<file path="src/rtl/ldst_control_sequencer.sv">
// Hardwired T-step sequencer for ld/ldi/st/addi on the single-bus datapath.
// One control step per clock, with memory wait states, a wait watchdog and opcode trapping.
module ldst_control_sequencer #(
  parameter int              OPC_W    = 5,
  parameter logic [OPC_W-1:0] OPC_LD   = 5'b00000,
  parameter logic [OPC_W-1:0] OPC_LDI  = 5'b00001,
  parameter logic [OPC_W-1:0] OPC_ST   = 5'b00010,
  parameter logic [OPC_W-1:0] OPC_ADDI = 5'b00011,
  parameter int              TMO_W    = 4,
  parameter int              TMO_MAX  = 15
) (
  input  logic             clock,
  input  logic             clear,
  input  logic             run,
  input  logic [OPC_W-1:0] opcode,
  input  logic             mem_ready,
  output logic             PCout,
  output logic             MARin,
  output logic             IncPC,
  output logic             PCin,
  output logic             Zlowin,
  output logic             Zlowout,
  output logic             MDRin,
  output logic             MDRout,
  output logic             MDMuxread,
  output logic             IRin,
  output logic             Yin,
  output logic             CSEout,
  output logic             ADD,
  output logic             Gra,
  output logic             Grb,
  output logic             Rin,
  output logic             Rout,
  output logic             BAout,
  output logic             RAMread,
  output logic             RAMwrite,
  output logic             busy,
  output logic             fault,
  output logic [1:0]       fault_code,
  output logic [3:0]       step
);

  typedef enum logic [3:0] {
    S_IDLE   = 4'd0,
    S_T0     = 4'd1,
    S_T1     = 4'd2,
    S_FWAIT  = 4'd3,
    S_T2     = 4'd4,
    S_T3     = 4'd5,
    S_T4     = 4'd6,
    S_T5     = 4'd7,
    S_ST6    = 4'd8,
    S_RDWAIT = 4'd9,
    S_LD7    = 4'd10,
    S_WRWAIT = 4'd11,
    S_FAULT  = 4'd12
  } state_t;

  state_t           state_q, state_d;
  logic [TMO_W-1:0] cnt_q, cnt_d;
  logic [OPC_W-1:0] opc_q, opc_d;
  logic [1:0]       fcode_q, fcode_d;
  logic             waiting, tmo;

  always_ff @(posedge clock or negedge clear) begin
    if (!clear) begin
      state_q <= S_IDLE;
      cnt_q   <= '0;
      opc_q   <= '0;
      fcode_q <= 2'b00;
    end else begin
      state_q <= state_d;
      cnt_q   <= cnt_d;
      opc_q   <= opc_d;
      fcode_q <= fcode_d;
    end
  end

  assign waiting = (state_q == S_FWAIT) || (state_q == S_RDWAIT) || (state_q == S_WRWAIT);
  // The cycle that would take the count to TMO_MAX is the last one allowed; ready in it still wins.
  assign tmo     = !mem_ready && (cnt_q == TMO_W'(TMO_MAX - 1));

  always_comb begin
    state_d   = state_q;
    cnt_d     = (waiting && !mem_ready) ? cnt_q + 1'b1 : '0;
    opc_d     = opc_q;
    fcode_d   = fcode_q;
    PCout     = 1'b0; MARin  = 1'b0; IncPC  = 1'b0; PCin      = 1'b0;
    Zlowin    = 1'b0; Zlowout = 1'b0; MDRin = 1'b0; MDRout    = 1'b0;
    MDMuxread = 1'b0; IRin   = 1'b0; Yin    = 1'b0; CSEout    = 1'b0;
    ADD       = 1'b0; Gra    = 1'b0; Grb    = 1'b0; Rin       = 1'b0;
    Rout      = 1'b0; BAout  = 1'b0; RAMread = 1'b0; RAMwrite = 1'b0;
    case (state_q)
      S_IDLE: if (run) state_d = S_T0;
      S_T0: begin
        PCout = 1'b1; MARin = 1'b1; IncPC = 1'b1; Zlowin = 1'b1;
        state_d = S_T1;
      end
      S_T1: begin
        Zlowout = 1'b1; PCin = 1'b1;
        state_d = S_FWAIT;
      end
      S_FWAIT: begin
        MDMuxread = 1'b1; RAMread = 1'b1; MDRin = mem_ready;
        if (mem_ready) state_d = S_T2;
        else if (tmo) begin state_d = S_FAULT; fcode_d = 2'b10; end
      end
      S_T2: begin
        MDRout = 1'b1; IRin = 1'b1;
        state_d = S_T3;
      end
      S_T3: begin
        opc_d = opcode;
        case (opcode)
          OPC_LD, OPC_LDI, OPC_ST: begin
            Grb = 1'b1; BAout = 1'b1; Yin = 1'b1; state_d = S_T4;
          end
          OPC_ADDI: begin
            Grb = 1'b1; Rout = 1'b1; Yin = 1'b1; state_d = S_T4;
          end
          default: begin
            state_d = S_FAULT; fcode_d = 2'b01;
          end
        endcase
      end
      S_T4: begin
        CSEout = 1'b1; ADD = 1'b1; Zlowin = 1'b1;
        state_d = S_T5;
      end
      S_T5: begin
        Zlowout = 1'b1;
        if (opc_q == OPC_LDI || opc_q == OPC_ADDI) begin
          Gra = 1'b1; Rin = 1'b1;
          state_d = run ? S_T0 : S_IDLE;
        end else begin
          MARin = 1'b1;
          state_d = (opc_q == OPC_LD) ? S_RDWAIT : S_ST6;
        end
      end
      S_RDWAIT: begin
        MDMuxread = 1'b1; RAMread = 1'b1; MDRin = mem_ready;
        if (mem_ready) state_d = S_LD7;
        else if (tmo) begin state_d = S_FAULT; fcode_d = 2'b10; end
      end
      S_LD7: begin
        MDRout = 1'b1; Gra = 1'b1; Rin = 1'b1;
        state_d = run ? S_T0 : S_IDLE;
      end
      S_ST6: begin
        Gra = 1'b1; Rout = 1'b1; MDRin = 1'b1;
        state_d = S_WRWAIT;
      end
      S_WRWAIT: begin
        RAMwrite = 1'b1;
        if (mem_ready) state_d = run ? S_T0 : S_IDLE;
        else if (tmo) begin state_d = S_FAULT; fcode_d = 2'b10; end
      end
      S_FAULT: state_d = S_FAULT;
      default: state_d = S_IDLE;
    endcase
  end

  assign busy       = (state_q != S_IDLE) && (state_q != S_FAULT);
  assign fault      = (state_q == S_FAULT);
  assign fault_code = fcode_q;
  assign step       = state_q;

endmodule

</file>
<file path="config.mk">
export PLATFORM = sky130hd
export DESIGN_NAME = ldst_control_sequencer
export DESIGN_NICKNAME = d
export VERILOG_FILES = /design/src/rtl/ldst_control_sequencer.sv
export SDC_FILE = /design/constraint.sdc
export NUM_CORES = 1
export LEC_CHECK = 0
export CORE_MARGIN = 5
export CORE_UTILIZATION = 45
export DETAILED_ROUTE_END_ITERATION = 6
export PLACE_DENSITY = 0.82
export SYNTH_ARGS = -nofsm -noshare
export SYNTH_HDL_FRONTEND = slang
export SYNTH_SLANG_ARGS = --single-unit
</file>
<file path="constraint.sdc">
create_clock -name clock -period 2.34 [get_ports clock]
set_input_delay 0.585 -clock clock [delete_from_list [all_inputs] [get_ports clock]]
set_output_delay 0.585 -clock clock [all_outputs]
set_load 0.02 [all_outputs]
</file>
==> summary.txt, run 1 <==
Run status
  • Run status: finished, final reports clean

Cells and area
  • Most common library cell in the layout ignoring fill and taps: nor2_1
  • Net count reported at finish: 188
  • Antenna Cells: 0
  • Fraction of final layout cells sized beyond drive strength 1: 25.0%
  • Filler-free cell count of the finished design: 204
  • Filler cell count: 195
  • Area growth from synthesis to final layout: 42.7%
  • Post-route design area: 1550 µm²
  • Commonest non-fill, non-tap cells in the layout: nor2_1, buf_4, dfrtp_1

Timing
  • Count of final max-slew check failures: 0
  • Final Hold Violating Endpoints: 0
  • Min Tclk post-route: 2.28 ns
  • Unrepaired setup endpoints after global routing: no
  • Share of the clock period used by the worst path after layout: 97.5%
  • Achievable clock frequency: 438 MHz
  • Worst Skew: 0.00404 ns
  • Tightest slew margin relative to the limit: 54.2%
  • Final setup violation count: 0
  • Tightest Pin Transition: 0.684 ns

Drt
  • Detailed route wirelength on metal2: 1440 µm
  • First-pass detailed-route iteration total: 4
  • DRT Wirelength: 3000 µm
  • Antenna-violating nets left: 0
  • Count of routing violations after the opening detailed-route iteration: 23
  • Metal3 WL: 256 µm
  • Wire per inst: 14.7 µm
  • Met1 Routed Length: 1290 µm
  • Via density per instance: 5.57
  • Max layer used: met4
  • Number of DRC violations after detailed routing: 0
  • DR vias: 1,136

Synthesis
  • Post-Syn Nets: 143
  • Area fraction of the dominant cell type after synthesis: 34.6%
  • Number of warnings reported in the yosys synthesis log: 0
  • Average instance area after synthesis: 8.22 µm²
  • Ranking of synthesized cells by area: dfrtp_1, nor2_1, mux2_4, nand2b_1, a21oi_1
  • Number of distinct library cell variants in the gate-level netlist after synthesis: 41
  • Post-synthesis sequential area ratio: 34.6%
  • EDFF count, synth: 0
  • Cell accounting for the most synthesized area: dfrtp_1
  • Cells after Synth: 132
  • Syn Std Cell Area: 1080 µm²
  • Share of flip-flops with an asynchronous set or reset after synthesis: 100%
  • Register bit total from synthesis: 15
  • Dominant register cell in the synthesized netlist: dfrtp_1

Setup path
  • Worst Reg-to-Reg Cells: 5
  • R2R Path Start: step[2]
  • Crit end category: output port
  • Crit-path leading delay family: buffers and inverters
  • Type of the worst setup path: flop to output port
  • Longest individual stage delay on the worst path: 0.45 ns
  • Number of logic stages on the critical path including buffering: 5
  • Cells along the critical path: nand3b_1 > buf_4 > nor2_1 > o21a_1 > dlygate4sd2_1
  • FF-to-FF End: fault_code[1]
  • Critical Path AT: 1.70 ns
  • Reg2reg setup slack: 0.68 ns
  • Critical Path Start Type: flop
  • Cell with the biggest individual delay on the critical path: dfrtp_1
  • Total buffers and inverters traversed by the critical path: 2
  • Required arrival time at the worst endpoint: 1.75 ns
  • Critical path peak fanout: 8

Power and ir drop
  • Register share of total power: 25.8%
  • Worst vdd rail ir drop: 0.000722 V
  • Leakage power total: 0.763 nW
  • Share of total power in the clock network: 7.8%
  • P_int: 985 µW
  • Pwr/cell area: 1200 nW/µm²
  • Post-layout power: 1.86 mW
  • Net switching power figure: 877 µW
  • Switching power as a share of total power: 47.1%
  • Combinational share of power: 66.4%

Min path
  • Worst hold path depth: 1
  • Tightest Hold Check Type: flop to flop
  • Hold worst-path end: cnt_q[0]
  • Hold Path Origin: cnt_q[0]

Floorplan
  • Die outline width: 59.1 µm
  • Row count: 17
  • Die Span Y: 59.1 µm
  • Initial Utilization: 48.1%
  • Core area: 2250 µm²
  • I/O pin cnt: 37
  • Total Die Area: 3490 µm²

Placement
  • Detail Placement HPWL: 2290 µm
  • IO buf count: 36
  • Placed Instances: 199
  • Weighted congestion at the end of routability-driven global placement: 0.890
  • Placed cell areas: 1520 µm²

Global routing
  • Initial antenna violation count: 0
  • GRT Total Usage: 17.2%
  • Pin count of the biggest net entering global routing: 16
  • First-pass GRT wire length: 4800 µm
  • Via count of the first global-routing pass: 1,062
  • Total global routing overflow: 0

Clocking
  • Number of buffers added by the clock tree synthesis step: 3
  • Sinks on the clock net: 15
  • Clk_lat worst skew: 0.28 ns
  • Number of buffers on the longest clock path: 2
  • Cts hold-fix bufs: 0
  • TritonCTS clock tree: yes
  • Clock Tree Root: clkbuf_4
  • Clock-pin transition on the worst setup and hold timing paths: 0.09 ns
  • Number of H-tree levels: 1

Job
  • Max Cap Viol: 0
power by group through the flow:
stage                     sequential, mW  clock [mW]  combinational, mW
final                              0.481       0.145               1.24
after global routing               0.496       0.159               1.34
after detailed placement           0.472           0               1.31
after CTS                          0.470       0.147               1.24
after floorplan                    0.489           0              0.765
after global placement             0.464           0               1.27
kinds of logic (layout without fill, tap and decap cells):
kind of cell,after synthesis,in the layout,share of synthesized area (%)
AND/OR/NAND/NOR,59,59,27.5
buffers and inverters,17,61,8.07
AO/OA/AOI/OAI,32,32,19.0
XOR/XNOR,2,2,1.62
adder cells (fa/ha/maj),2,2,2.31
multiplexers,5,5,6.92
flip-flops,15,15,34.6
area by class of cell:
type | count | area, µm² | share of cell area [%]
multi-input combinational | 100 | 647 | 41.8
timing repair buffer | 52 | 443 | 28.6
sequential | 15 | 378 | 24.4
tap | 28 | 35.0 | 2.26
clock buffer | 4 | 26.3 | 1.70
inverter | 5 | 18.8 | 1.21
registers in the layout, indices dropped and copies added, names as in the netlist:
signal,flops
opc_q,5
cnt_q,4
step,4
fault_code,2
worst max-delay path by stage:
| stage | slack [ns] | end | start |
|---|---|---|---|
| floorplan | 0.06 | BAout | opcode[4] |
| global placement | -0.58 | Grb | opcode[4] |
| detailed placement | -0.66 | Rout | opcode[4] |
| CTS | 0.02 | PCout | step[1] |
| global route | 0.001 | MARin | step[1] |
| finish | 0.06 | Rin | step[3] |
through the flow:
stage                     hold WS, ns  TNS [ns]  worst slack (ns)  util, %
after global placement          0.467     -2.64            -0.576     67.6
after detailed placement        0.488     -2.83            -0.661     67.6
after global routing            0.524         0           0.00147     68.6
final                           0.493         0            0.0594     68.6
after CTS                       0.499         0            0.0174     68.6
after floorplan                 0.289         0            0.0554        -
Yosys cell counts, types with 2 or more instances:
library cell	count
a31oi_1	3
a21oi_1	9
or2_2	2
nor2b_1	4
nor3_1	3
nand2_1	7
nand2b_1	9
buf_2	4
clkbuf_1	2
inv_1	5
nand3_1	4
dfrtp_1	15
o22ai_1	3
buf_4	5
ha_1	2
nor2_1	22
mux2_4	5
o21ai_0	5
what timing repair did:
action	4_1_cts	5_1_grt
buffers inserted	1	0
setup endpoints to repair	21	10
pin swaps	2	4
resized for setup	54	17
layer usage:
metal	vias up	GRT usage, %
li1	549	-
met2	52	30.4
met3	4	2.40
met5	-	0
met1	531	21.6
met4	0	4.53
No activity file was read; power rests on OpenSTA's default activity.
==> run 2: changes to the inputs <==
--- a/config.mk
+++ b/config.mk
@@ -5,9 +5,11 @@
 export SDC_FILE = /design/constraint.sdc
 export NUM_CORES = 1
 export LEC_CHECK = 0
+export CORE_ASPECT_RATIO = 0.7
 export CORE_MARGIN = 5
 export CORE_UTILIZATION = 45
 export DETAILED_ROUTE_END_ITERATION = 6
+export HOLD_SLACK_MARGIN = 0.08
 export PLACE_DENSITY = 0.82
 export SYNTH_ARGS = -nofsm -noshare
 export SYNTH_HDL_FRONTEND = slang
==> run 2 against run 1 <==
Effect of this change: register-to-register slack got worse by 0.03 ns; die area increased by 0.45%; wire length increased by 9.9%; clock-buffer cell count unchanged; worst hold slack improved by 0.014 ns; first-iteration DRC count increased to 6.8 times the previous value; final area increased by 3.5%; sequential power decreased by 3%; combinational power increased by 6%; non-clock buffer count increased by 6; global-route usage increased by 2.5 points; clock skew increased by 0.00093 ns.
==> summary.txt, run 2 (synthesis results as in run 1) <==
Global routing
  • First-pass GRT wire length: 5300 µm
  • Pin count of the biggest net entering global routing: 18
  • Via count of the first global-routing pass: 1,149
  • GRT Total Usage: 19.7%
  • Total global routing overflow: 0
  • Initial antenna violation count: 0

Cells and area
  • Most common library cell in the layout ignoring fill and taps: buf_4
  • Antenna Cells: 0
  • Flip-flop count of the largest register, all copies and words added: 5
  • Net count reported at finish: 194
  • Commonest non-fill, non-tap cells in the layout: buf_4, nor2_1, dlygate4sd2_1
  • Filler cell count: 205
  • Filler-free cell count of the finished design: 214
  • Area growth from synthesis to final layout: 47.6%
  • Fraction of final layout cells sized beyond drive strength 1: 26.4%
  • Post-route design area: 1600 µm²
  • Largest register by flop count: opc_q

Clocking
  • Sinks on the clock net: 15
  • Number of buffers on the longest clock path: 2
  • Number of buffers added by the clock tree synthesis step: 3
  • TritonCTS clock tree: yes
  • Clock Tree Root: clkbuf_4
  • Clock-pin transition on the worst setup and hold timing paths: 0.09 ns
  • Number of H-tree levels: 1
  • Clk_lat worst skew: 0.28 ns

Drt
  • Count of routing violations after the opening detailed-route iteration: 157
  • Via density per instance: 5.52
  • DRT Wirelength: 3300 µm
  • Wire per inst: 15.4 µm
  • First-pass detailed-route iteration total: 5
  • Number of DRC violations after detailed routing: 0
  • DR vias: 1,182
  • Antenna-violating nets left: 0

Timing
  • Count of final max-slew check failures: 0
  • Final setup violation count: 0
  • Worst Skew: 0.00497 ns
  • Tightest Pin Transition: 0.682 ns
  • Min Tclk post-route: 2.32 ns
  • Share of the clock period used by the worst path after layout: 99.2%
  • Crit path setup slack, layout: 0.0198 ns
  • Tightest slew margin relative to the limit: 54.4%
  • Achievable clock frequency: 431 MHz
  • Setup TNS: 0 ns
  • Final Hold Violating Endpoints: 0
  • Unrepaired setup endpoints after global routing: yes

Placement
  • Placed cell areas: 1570 µm²
  • Weighted congestion at the end of routability-driven global placement: 0.799
  • Detail Placement HPWL: 2550 µm
  • Post-Place Setup Slack: -0.676 ns
  • Placed Instances: 209
  • IO buf count: 36

Power and ir drop
  • Worst vdd rail ir drop: 0.000584 V
  • Pwr/cell area: 1200 nW/µm²
  • Share of total power in the clock network: 7.6%
  • Switching power as a share of total power: 46.8%
  • P_int: 1.02 mW
  • Combinational share of power: 68.3%
  • Leakage power total: 0.805 nW
  • Register share of total power: 24.1%
  • Net switching power figure: 902 µW

Setup path
  • FF-to-FF End: fault_code[1]
  • Crit end category: output port
  • Cell with the biggest individual delay on the critical path: or4b_1
  • Critical path destination: IncPC
  • Critical Path Start Type: flop
  • Longest individual stage delay on the worst path: 0.59 ns
  • Critical Path AT: 1.74 ns
  • Reg2reg setup slack: 0.65 ns
  • R2R Path Start: step[2]
  • Worst Reg-to-Reg Cells: 6
  • Required arrival time at the worst endpoint: 1.75 ns
  • Total buffers and inverters traversed by the critical path: 2
  • Cells along the critical path: or4b_1 > inv_1 > dlygate4sd2_1
  • Type of the worst setup path: flop to output port
  • Number of logic stages on the critical path including buffering: 3
  • Startpoint of the most critical setup path: step[1]
  • Critical path peak fanout: 4
  • Crit-path leading delay family: simple AND/OR/NAND/NOR gates

Floorplan
  • Row count: 14
  • Total Die Area: 3510 µm²
  • Die outline width: 68.7 µm
  • Core area: 2220 µm²
  • I/O pin cnt: 37
  • Initial Utilization: 48.8%
  • Die Span Y: 51.1 µm

Min path
  • Tightest Hold Check Type: flop to flop
  • Hold Path Origin: cnt_q[0]

Job
  • Max Cap Viol: 0

Run status
  • Run status: finished, final reports clean
==> run 2: cell types whose count changed in the layout (fill, tap and decap cells not counted), moves of 2 or more <==
cell / delta
buf_4: +10
dlygate4sd2_1: +3
buf_2: -2
nor2_2: +2
clkbuf_2: -2
buf_6: -3
clkdlybuf4s15_1: -2
dlymetal6s2s_1: +2
==> run 2: per-layer routing <==
metal	vias up	track usage, %	routed length [µm]
li1	561	-	-
met1	582	24.8	1400
met2	37	34.9	1670
met3	2	4.82	218
met4	0	2.31	15
met5	-	0	0
==> run 2: repair_timing <==
item / in CTS / in global routing
gates cloned: 0 / 0
hold buffers: 0 / 0
buffers inserted: 1 / 0
endpoints found under the setup margin: 22 / 11
pin swaps: 2 / 5
resized for setup: 50 / 12
==> run 2: cell type report <==
type	instances	area (µm²)	area share (%)
sequential	15	378	23.6
inverter	5	18.8	1.17
clock buffer	4	26.3	1.64
multi-input combinational	100	642	40.1
timing repair buffer	58	497	31.0
tap	32	40.0	2.50
==> run 2: stage by stage <==
stage                     power [mW]  hold slack [ns]  util, %
after global placement          1.78            0.477     70.8
after floorplan                 1.25            0.289        -
final                           1.93            0.507     72.0
after global routing            2.05            0.513     72.0
after CTS                       1.91            0.499     71.4
after detailed placement        1.83            0.486     70.8
==> run 2: power by group through the flow <==
stage          clock network, mW  registers (mW)  logic [mW]
3_3_place_gp                   0           0.454        1.33
3_5_place_dp                   0           0.461        1.37
2_1_floorplan                  0           0.489       0.765
6_report                   0.147           0.465        1.31
4_1_cts                    0.151           0.458        1.30
5_1_grt                    0.163           0.475        1.42
==> run 2: how the worst min path moves through the flow <==
| stage | end | slack (ns) | cells after the start |
|---|---|---|---|
| 3_5_place_dp | cnt_q[0] | 0.49 | 1 |
| 5_1_grt | cnt_q[0] | 0.51 | 1 |
| 2_1_floorplan | cnt_q[0] | 0.29 | 0 |
| 6_report | cnt_q[0] | 0.51 | 1 |
| 3_3_place_gp | cnt_q[0] | 0.48 | 1 |
| 4_1_cts | cnt_q[0] | 0.50 | 1 |
==> run 3: changes to the inputs <==
--- a/config.mk
+++ b/config.mk
@@ -5,6 +5,7 @@
 export SDC_FILE = /design/constraint.sdc
 export NUM_CORES = 1
 export LEC_CHECK = 0
+export ABC_AREA = 0
 export CORE_ASPECT_RATIO = 0.7
 export CORE_MARGIN = 5
 export CORE_UTILIZATION = 45
==> results of run 3 <==
The final DEF is identical to that of run 2; final timing and power are the same.
